===== src/rtl/core_pkg.sv =====
// Shared definitions for the instruction-fetch path of the core.
//   CORE_AW / CORE_IW : default address (PC) and instruction widths
//   addr_t / instr_t  : typedefs at the default widths
//   CORE_START_PC     : default PC after reset
//   CORE_HALT_INSTR   : default encoding that stops fetch
//   fetch_state_e     : fetch sequencer states
package core_pkg;
  localparam int CORE_AW = 8;
  localparam int CORE_IW = 9;

  typedef logic [CORE_AW-1:0] addr_t;
  typedef logic [CORE_IW-1:0] instr_t;

  localparam addr_t  CORE_START_PC   = 8'h00;
  localparam instr_t CORE_HALT_INSTR = 9'h1FF;

  // FILL covers the single cycle after reset in which nothing valid is
  // in flight from memory yet.
  typedef enum logic [1:0] {
    FILL   = 2'd0,
    RUN    = 2'd1,
    HALTED = 2'd2
  } fetch_state_e;
endpackage


===== src/rtl/fetch_unit.sv =====
// Instruction fetch: owns the PC, drives the instruction memory address and
// hands {instruction, pc, valid} to decode with stall, redirect and halt.
//   clk           : clock, all state on posedge
//   reset_n       : asynchronous active-low reset
//   imem_addr     : fetch address to instruction memory (combinational)
//   imem_instr    : memory data for the address issued last cycle
//   stall         : decode cannot accept; hold the presented instruction
//   branch_take   : redirect, raised by decode when it accepts a branch
//   branch_target : redirect PC
//   instr_out     : instruction to decode, zero when not valid
//   instr_pc      : PC of instr_out
//   instr_valid   : instr_out is a real fetched instruction
//   halted        : halt instruction accepted, fetch stopped until reset
module fetch_unit
  import core_pkg::*;
#(
  parameter int             AW         = CORE_AW,
  parameter int             IW         = CORE_IW,
  parameter logic [AW-1:0]  START_PC   = CORE_START_PC,
  parameter logic [IW-1:0]  HALT_INSTR = CORE_HALT_INSTR
) (
  input  logic          clk,
  input  logic          reset_n,
  output logic [AW-1:0] imem_addr,
  input  logic [IW-1:0] imem_instr,
  input  logic          stall,
  input  logic          branch_take,
  input  logic [AW-1:0] branch_target,
  output logic [IW-1:0] instr_out,
  output logic [AW-1:0] instr_pc,
  output logic          instr_valid,
  output logic          halted
);

  logic [AW-1:0] r_fetch_pc;   // next PC to issue
  logic [AW-1:0] r_req_pc;     // PC issued last cycle (now returning)
  logic          r_req_valid;
  fetch_state_e  r_state;

  logic [AW-1:0] w_addr;
  logic          w_valid;
  logic          w_accept;
  logic          w_redirect;
  logic          w_halt;

  assign w_valid    = r_req_valid && (r_state == RUN);
  assign w_accept   = w_valid && !stall;
  // A redirect only counts against a real instruction; this also makes it
  // a no-op in FILL and HALTED.
  assign w_redirect = w_valid && branch_take;
  assign w_halt     = w_accept && (imem_instr == HALT_INSTR);

  // Stall re-reads the in-flight address so the registered memory output
  // stays put; a redirect goes straight to the target (no wrong-path slot).
  always_comb begin
    w_addr = r_fetch_pc;
    case (r_state)
      HALTED:  w_addr = r_req_pc;
      RUN: begin
        if (w_redirect)  w_addr = branch_target;
        else if (stall)  w_addr = r_req_pc;
      end
      default: w_addr = r_fetch_pc;
    endcase
  end

  always_ff @(posedge clk or negedge reset_n) begin
    if (!reset_n) begin
      r_fetch_pc  <= START_PC;
      r_req_pc    <= START_PC;
      r_req_valid <= 1'b0;
      r_state     <= FILL;
    end else begin
      case (r_state)
        FILL: begin
          r_req_pc    <= w_addr;
          r_fetch_pc  <= w_addr + AW'(1);
          r_req_valid <= 1'b1;
          r_state     <= RUN;
        end
        RUN: begin
          if (w_halt) begin
            // req_pc is left alone so the memory address freezes on the
            // halt instruction's own PC.
            r_req_valid <= 1'b0;
            r_state     <= HALTED;
          end else if (w_accept || w_redirect) begin
            r_req_pc    <= w_addr;
            r_fetch_pc  <= w_addr + AW'(1);   // wraps modulo 2**AW
            r_req_valid <= 1'b1;
          end
        end
        default: ;  // HALTED holds until reset
      endcase
    end
  end

  assign imem_addr   = w_addr;
  assign instr_valid = w_valid;
  assign instr_out   = w_valid ? imem_instr : '0;
  assign instr_pc    = r_req_pc;
  assign halted      = (r_state == HALTED);

endmodule

===== config.mk =====
export PLATFORM = sky130hd
export DESIGN_NAME = fetch_unit
export DESIGN_NICKNAME = d
export VERILOG_FILES = /design/src/rtl/core_pkg.sv /design/src/rtl/fetch_unit.sv
export SDC_FILE = /design/constraint.sdc
export NUM_CORES = 1
export LEC_CHECK = 0
export ABC_AREA = 1
export BUFFER_PORTS_ARGS = -buffer_cell sky130_fd_sc_hd__buf_2
export CORE_MARGIN = 5
export CORE_UTILIZATION = 26
export DETAILED_ROUTE_END_ITERATION = 10
export GPL_TIMING_DRIVEN = 0
export SLEW_MARGIN = 20
export SYNTH_ARGS = -nofsm -noshare
export SYNTH_HDL_FRONTEND = slang
export SYNTH_SLANG_ARGS = --single-unit

===== constraint.sdc =====
create_clock -name clk -period 2.16 [get_ports clk]
set_input_delay 0 -clock clk [delete_from_list [all_inputs] [get_ports clk]]
set_output_delay 0 -clock clk [all_outputs]
set_load 0.005 [all_outputs]

**Word-level counts from Yosys, hierarchy flattened**

Cells that the tools add are included.

- Equality and inequality tests: 7
- Multiplexer cells: 15
- Add/subtract/negate cells: 1
- Reductions and logical operators: 11

Operator list:

| kind | number |
|---|---|
| $mux W8 | 6 |
| $pmux W8 S2 | 3 |
| $eq A9 B9 Y1 const B | 1 |
| $mux W9 | 1 |
| $add A8 B1 Y8 const B | 1 |
| $logic_and A1 B1 Y1 | 4 |
| $ne A2 B2 Y1 const B | 2 |
| $pmux W2 S2 | 1 |
| $reduce_and A2 Y1 | 2 |
| $ne A3 B2 Y1 const B | 1 |
| $reduce_and A3 Y1 | 1 |
| $eq A2 B1 Y1 const B | 1 |
| $eq A2 B2 Y1 const B | 1 |
| $logic_not A2 Y1 | 1 |
| $mux W1 | 2 |
| $mux W2 | 1 |
| $ne A2 B1 Y1 const B | 1 |
| $pmux W1 S2 | 1 |
| $reduce_bool A2 Y1 | 1 |
| $logic_not A1 Y1 | 1 |
| $logic_or A1 B1 Y1 | 1 |

- Input bits: 21
- Flip-flop bits (word level): 19
- Word-level logic and storage cells: 38

**Logic depth before layout (Yosys ltp)**

- Depth after elaboration: 9
- Mapped depth: 14
- Depth with buffers taken out: 14

**Worst setup path before layout**

No wires, ideal clock.

- Kind: reg2reg
- Start: register r_state[1]
- End: register r_fetch_pc[4]
- Path buffers: 0
- Arrival time: 1.872 ns
- Stages on the path, launching flop included: 13
- Required time: 2.034 ns
- Setup time: 0.126 ns
- Setup slack: 0.162 ns
- Cells stage by stage: dfrtp_1 -> inv_1 -> ha_1 -> clkinv_1 -> a21oi_1 -> nand3_1 -> nand2_1 -> inv_1 -> ha_1 -> nand3_1 -> o21ai_0 -> nand3_1 -> o21ai_0

- Word-level cells in the longest chain between the ends: 9

Ends and longest elaborated chain:

| element | line | source |
|---|---|---|
| start: declaration | fetch_unit.sv:38 | `fetch_state_e r_state;` |
| start signal: assignment | fetch_unit.sv:72 | `r_state <= FILL;` |
| start signal: assignment | fetch_unit.sv:79 | `r_state <= RUN;` |
| start signal: assignment | fetch_unit.sv:86 | `r_state <= HALTED;` |
| $eq A2 B1 Y1 | fetch_unit.sv:46, fetch_unit.sv:57 |  |
| $logic_and A1 B1 Y1 | fetch_unit.sv:46 | `assign w_valid = r_req_valid && (r_state == RUN);` |
| $logic_and A1 B1 Y1 | fetch_unit.sv:50 | `assign w_redirect = w_valid && branch_take;` |
| $mux W8 | fetch_unit.sv:60 | `if (w_redirect) w_addr = branch_target;` |
| $pmux W8 S2 (*) | fetch_unit.sv:57 | `case (r_state)` |
| net imem_addr[0] | fetch_unit.sv:24 | `output logic [AW-1:0] imem_addr,` |
| $add A8 B1 Y8 (*) | fetch_unit.sv:77, fetch_unit.sv:89 |  |
| $mux W8 | fetch_unit.sv:87 | `end else if (w_accept \|\| w_redirect) begin` |
| $mux W8 | fetch_unit.sv:82 | `if (w_halt) begin` |
| $pmux W8 S2 (*) | fetch_unit.sv:74 | `case (r_state)` |
| end signal: assignment | fetch_unit.sv:77 | `r_fetch_pc <= w_addr + AW'(1);` |
| end signal: assignment | fetch_unit.sv:89 | `r_fetch_pc <= w_addr + AW'(1);` |
| end: declaration | fetch_unit.sv:35 | `logic [AW-1:0] r_fetch_pc;` |

The timed path passes the listed nets; every way through them passes the cells marked *. The select of a mux whose other input is x is not followed.
A chain may end at the register's enable or synchronous reset.

**Final worst setup path**

- Start: register r_state[1]
- End: register r_fetch_pc[4]

- Word-level cells in the longest chain between the ends: 9

Ends and longest elaborated chain:

| element | line |
|---|---|
| $eq A2 B1 Y1 | fetch_unit.sv:46, fetch_unit.sv:57, fetch_unit.sv:74 |
| $logic_and A1 B1 Y1 | fetch_unit.sv:46 |
| $logic_and A1 B1 Y1 | fetch_unit.sv:50 |
| $mux W8 | fetch_unit.sv:60 |
| $pmux W8 S2 | fetch_unit.sv:57 |
| $add A8 B1 Y8 | fetch_unit.sv:77, fetch_unit.sv:89 |
| $mux W8 | fetch_unit.sv:87 |
| $mux W8 | fetch_unit.sv:82 |
| $pmux W8 S2 | fetch_unit.sv:74 |

Parallel ways exist; a longest one is shown, timed or not. The select of a mux whose other input is x is not followed.

==> results.yml <==
setup_path:
  startpoint: "r_state[1]"
  worst_ep_required_time_ps: 2310
  r2r-start: "r_state[1]"
  critical_path_arrival_ps: 2190
  setup.worst_path.start_class: "flip-flop"
  setup.reg_to_reg.worst_slack_ps: 110
  worst_path_buffer_plus_inverter_count: 3
  crit_path_top_delay_cell: "sky130_fd_sc_hd__dfrtp_1"
  longest_individual_stage_delay_on_the_worst_path_ps: 410
  critPathCaptureType: "flip-flop"
  path_class: "reg -> reg"
  critical_path_cell_count: 14
  capturing_element_of_the_worst_setup_path: "r_fetch_pc[4]"
  crit_chain: "inv_2 > ha_4 > inv_1 > a21oi_4 > nand2_1 > nand3_1 > nand2_2 > inv_2 > ha_4 > nand3_2 > nor2_2 > nand2_1 > nand3_1 > o21ai_0"
  worst-path-max-fanout: 5
  worst_r2r_path_depth: 14
  r2r-end: "r_fetch_pc[4]"
  path_delay_family: "simple AND/OR/NAND/NOR gates"
global_route:
  pin_count_of_the_biggest_net_entering_global_routing: 20
  grt_pass1_wl_um: 6790
  grt_antenna_before_repair: 0
  global_route.usage.total_pct: 11.8
  grt_pass1_vias: 1419
  overflow: 0
placed_design:
  place_ws_ps: -279
  post_detailed_placement_half_perimeter_wirelength_um: 3130
  instance_area_after_placement_um2: 1730
  port_buffers: 47
  place_congestion: 0.802
routing:
  via_per_inst: 4.44
  drc_violation_count_after_routing: 0
  detail_route.wl_per_cell_um: 12.1
  drt_wl_total_um: 4270
  routed-via-count: 1571
  drt_first_iter_violations: 41
  detail_route.first_pass.iterations: 4
  detail-route-antenna-nets: 0
clocking:
  clkSinkCount: 19
  worst_skew_pair.late_latency_ps: 260
  cts.clk_slew.worst_paths_ps: 70
  ctsRootBufferMaster: "sky130_fd_sc_hd__clkbuf_8"
  htree_num_levels: 1
  tritoncts: "done"
  clockBufferDepth: 2
  numCtsBuffers: 3
synthesis:
  netlist_instances: 222
  synth.yosys.seq_area_share_pct: 33.7
  synth_fp_nets: 247
  postSynthRegisterBits: 19
  count_of_different_cell_masters_after_synthesis: 27
  synth_area_per_cell_um2: 6.36
  ys.warnings.count: 0
  synthesis.area_um2: 1410
timing:
  worst_slew_margin_rel_pct: 69.2
  report.final.setup_viol: 0
  worstMarginPinSlew_ps: 461
  max_clock_freq_mhz: 489
  timing.final.ws_setup_ps: 114
  fin_crit_sh_pct: 94.7
  hold_viol_final: 0
  period_minus_slack_ps: 2050
  final_max_slew_viol_count: 0
  final.setup_skew_ps: 1.44
layout:
  nets: 310
  final_layout_size_suffix_gt1_share_pct: 32.7
  layout.filler_cells: 579
  multi_input_gate_area_in_the_final_layout_um2: 848
  layout_overhead_on_the_synthesized_area_pct: 38.4
  post-route-cell-area_um2: 1950
  layout.area.seq_um2: 475
  antenna-diode-count: 0
  leading_cell_type_in_the_layout_fill_and_taps_excluded: "sky130_fd_sc_hd__nand2_1"
  most-common-layout-cells: "73 x sky130_fd_sc_hd__nand2_1, 49 x sky130_fd_sc_hd__buf_2, 30 x sky130_fd_sc_hd__inv_1"
die:
  floorplan.initialDensity_pct: 27.1
  fp-row-count: 26
  die_w_um: 83.7
  dieArea_um2: 7000
  boundaryPins: 48
  design.core.area_um2: 5200
  die_height_um: 83.7
worst_hold_path:
  hold_path.class: "in -> reg"
power_and_ir_drop:
  peakVddDrop_v: 0.000415
  power_per_cell_area_nw_per_um2: 1100
  leakagePower_uw: 0.00108
status:
  outcome: "complete, no violations"
flow_run:
  max_cap_violations: 0
repair_timing:
item | CTS | global route
pin swaps | 2 | 8
buffers inserted | 2 | 9
resized for setup | 10 | 10
hold buffers | 1 | 0
setup endpoints to repair | 6 | 4
hold endpoints to repair | 19 | 0
worst register-to-register path: cells and delay by family, from the launching register on:
family,cells,cell delay [ps]
buffers and inverters,3,280
adder cells (fa/ha/maj),2,310
flip-flops,1,410
AO/OA/AOI/OAI,2,290
AND/OR/NAND/NOR,7,650
flip-flops by register name, indices dropped and copies added, names as in the netlist:
register     cells
instr_pc         8
r_state          2
r_req_valid      1
r_fetch_pc       8
worst min-delay path by stage:
stage / startpoint / to / slack [ps] / cells past startpoint
3_5_place_dp: reset_n / instr_pc[1] / -20 / 1
3_3_place_gp: reset_n / instr_pc[1] / -20 / 1
6_report: imem_instr[5] / r_state[1] / 100 / 5
2_1_floorplan: reset_n / instr_pc[0] / -300 / 0
4_1_cts: imem_instr[5] / r_state[1] / 100 / 5
5_1_grt: imem_instr[5] / r_state[1] / 140 / 5
metrics by stage:
step | instances | util, % | total power (µW) | hold slack, ps | TNS [ps]
4_1_cts | 345 | 35.4 | 2070 | 103 | 0
3_5_place_dp | 339 | 33.3 | 1770 | -24.0 | -845
5_1_grt | 354 | 37.5 | 2360 | 136 | -58.2
6_report | 354 | 37.5 | 2150 | 99.3 | 0
3_3_place_gp | 339 | 33.3 | 1750 | -20.4 | -750
2_1_floorplan | 222 | - | 1350 | -296 | 0
synth_stat cells:
| library cell | instances | area (µm²) |
|---|---|---|
| sky130_fd_sc_hd__xor2_1 | 1 | 8.76 |
| sky130_fd_sc_hd__nor2_4 | 1 | 11.3 |
| sky130_fd_sc_hd__o21a_1 | 1 | 7.51 |
| sky130_fd_sc_hd__buf_4 | 1 | 7.51 |
| sky130_fd_sc_hd__a21oi_2 | 3 | 26.3 |
| sky130_fd_sc_hd__nand3_2 | 1 | 10.0 |
| sky130_fd_sc_hd__o21ai_1 | 1 | 5.00 |
| sky130_fd_sc_hd__dfrtp_1 | 19 | 475 |
| sky130_fd_sc_hd__a21oi_1 | 9 | 45.0 |
| sky130_fd_sc_hd__o21ai_0 | 12 | 60.1 |
| sky130_fd_sc_hd__inv_2 | 1 | 3.75 |
| sky130_fd_sc_hd__o2bb2ai_1 | 1 | 8.76 |
| sky130_fd_sc_hd__nand3_1 | 21 | 105 |
| sky130_fd_sc_hd__or2_2 | 2 | 12.5 |
| sky130_fd_sc_hd__buf_2 | 2 | 10.0 |
| sky130_fd_sc_hd__nand2_2 | 3 | 18.8 |
| sky130_fd_sc_hd__nand4_1 | 1 | 6.26 |
| sky130_fd_sc_hd__buf_6 | 1 | 11.3 |
| sky130_fd_sc_hd__buf_1 | 1 | 3.75 |
| sky130_fd_sc_hd__clkinv_1 | 1 | 3.75 |
| sky130_fd_sc_hd__nor2_1 | 21 | 78.8 |
| sky130_fd_sc_hd__o211ai_1 | 1 | 7.51 |
| sky130_fd_sc_hd__inv_1 | 33 | 124 |
| sky130_fd_sc_hd__ha_1 | 4 | 50.1 |
| sky130_fd_sc_hd__nand2_1 | 75 | 282 |
| sky130_fd_sc_hd__clkbuf_1 | 1 | 3.75 |
| sky130_fd_sc_hd__nor2_2 | 4 | 25.0 |
per-layer routing:
metal	vias to the layer above	GRT usage [%]	routed length (µm)
met3	5	2.27	237
li1	812	-	-
met5	-	0	0
met1	713	15.2	1960
met4	0	3.51	45
met2	41	19.9	2030
where the power goes:
group,internal [µW],switching [µW],leakage (µW)
Sequential,512,134,0.000231
Combinational,522,725,0.000824
Clock,131,122,0.0000228
Total,1170,981,0.00108
logic make-up (layout without fill, tap and decap cells):
| group | Yosys count | after routing | share of synthesized area [%] |
|---|---|---|---|
| compound gates | 28 | 28 | 11.3 |
| xor+xnor | 1 | 1 | 0.621 |
| fa+ha+maj | 4 | 4 | 3.55 |
| buf+inv | 41 | 103 | 11.9 |
| flops | 19 | 19 | 33.7 |
| simple gates | 129 | 129 | 38.9 |
area by class of cell:
class / count / share of cell area (%)
multi-input combinational: 162 / 43.4
sequential: 19 / 24.3
timing repair buffer: 59 / 16.8
inverter: 35 / 6.98
tap: 70 / 4.48
clock buffer: 4 / 2.31
buffer: 5 / 1.67
Note: power is estimated with default switching activity, not from simulation.
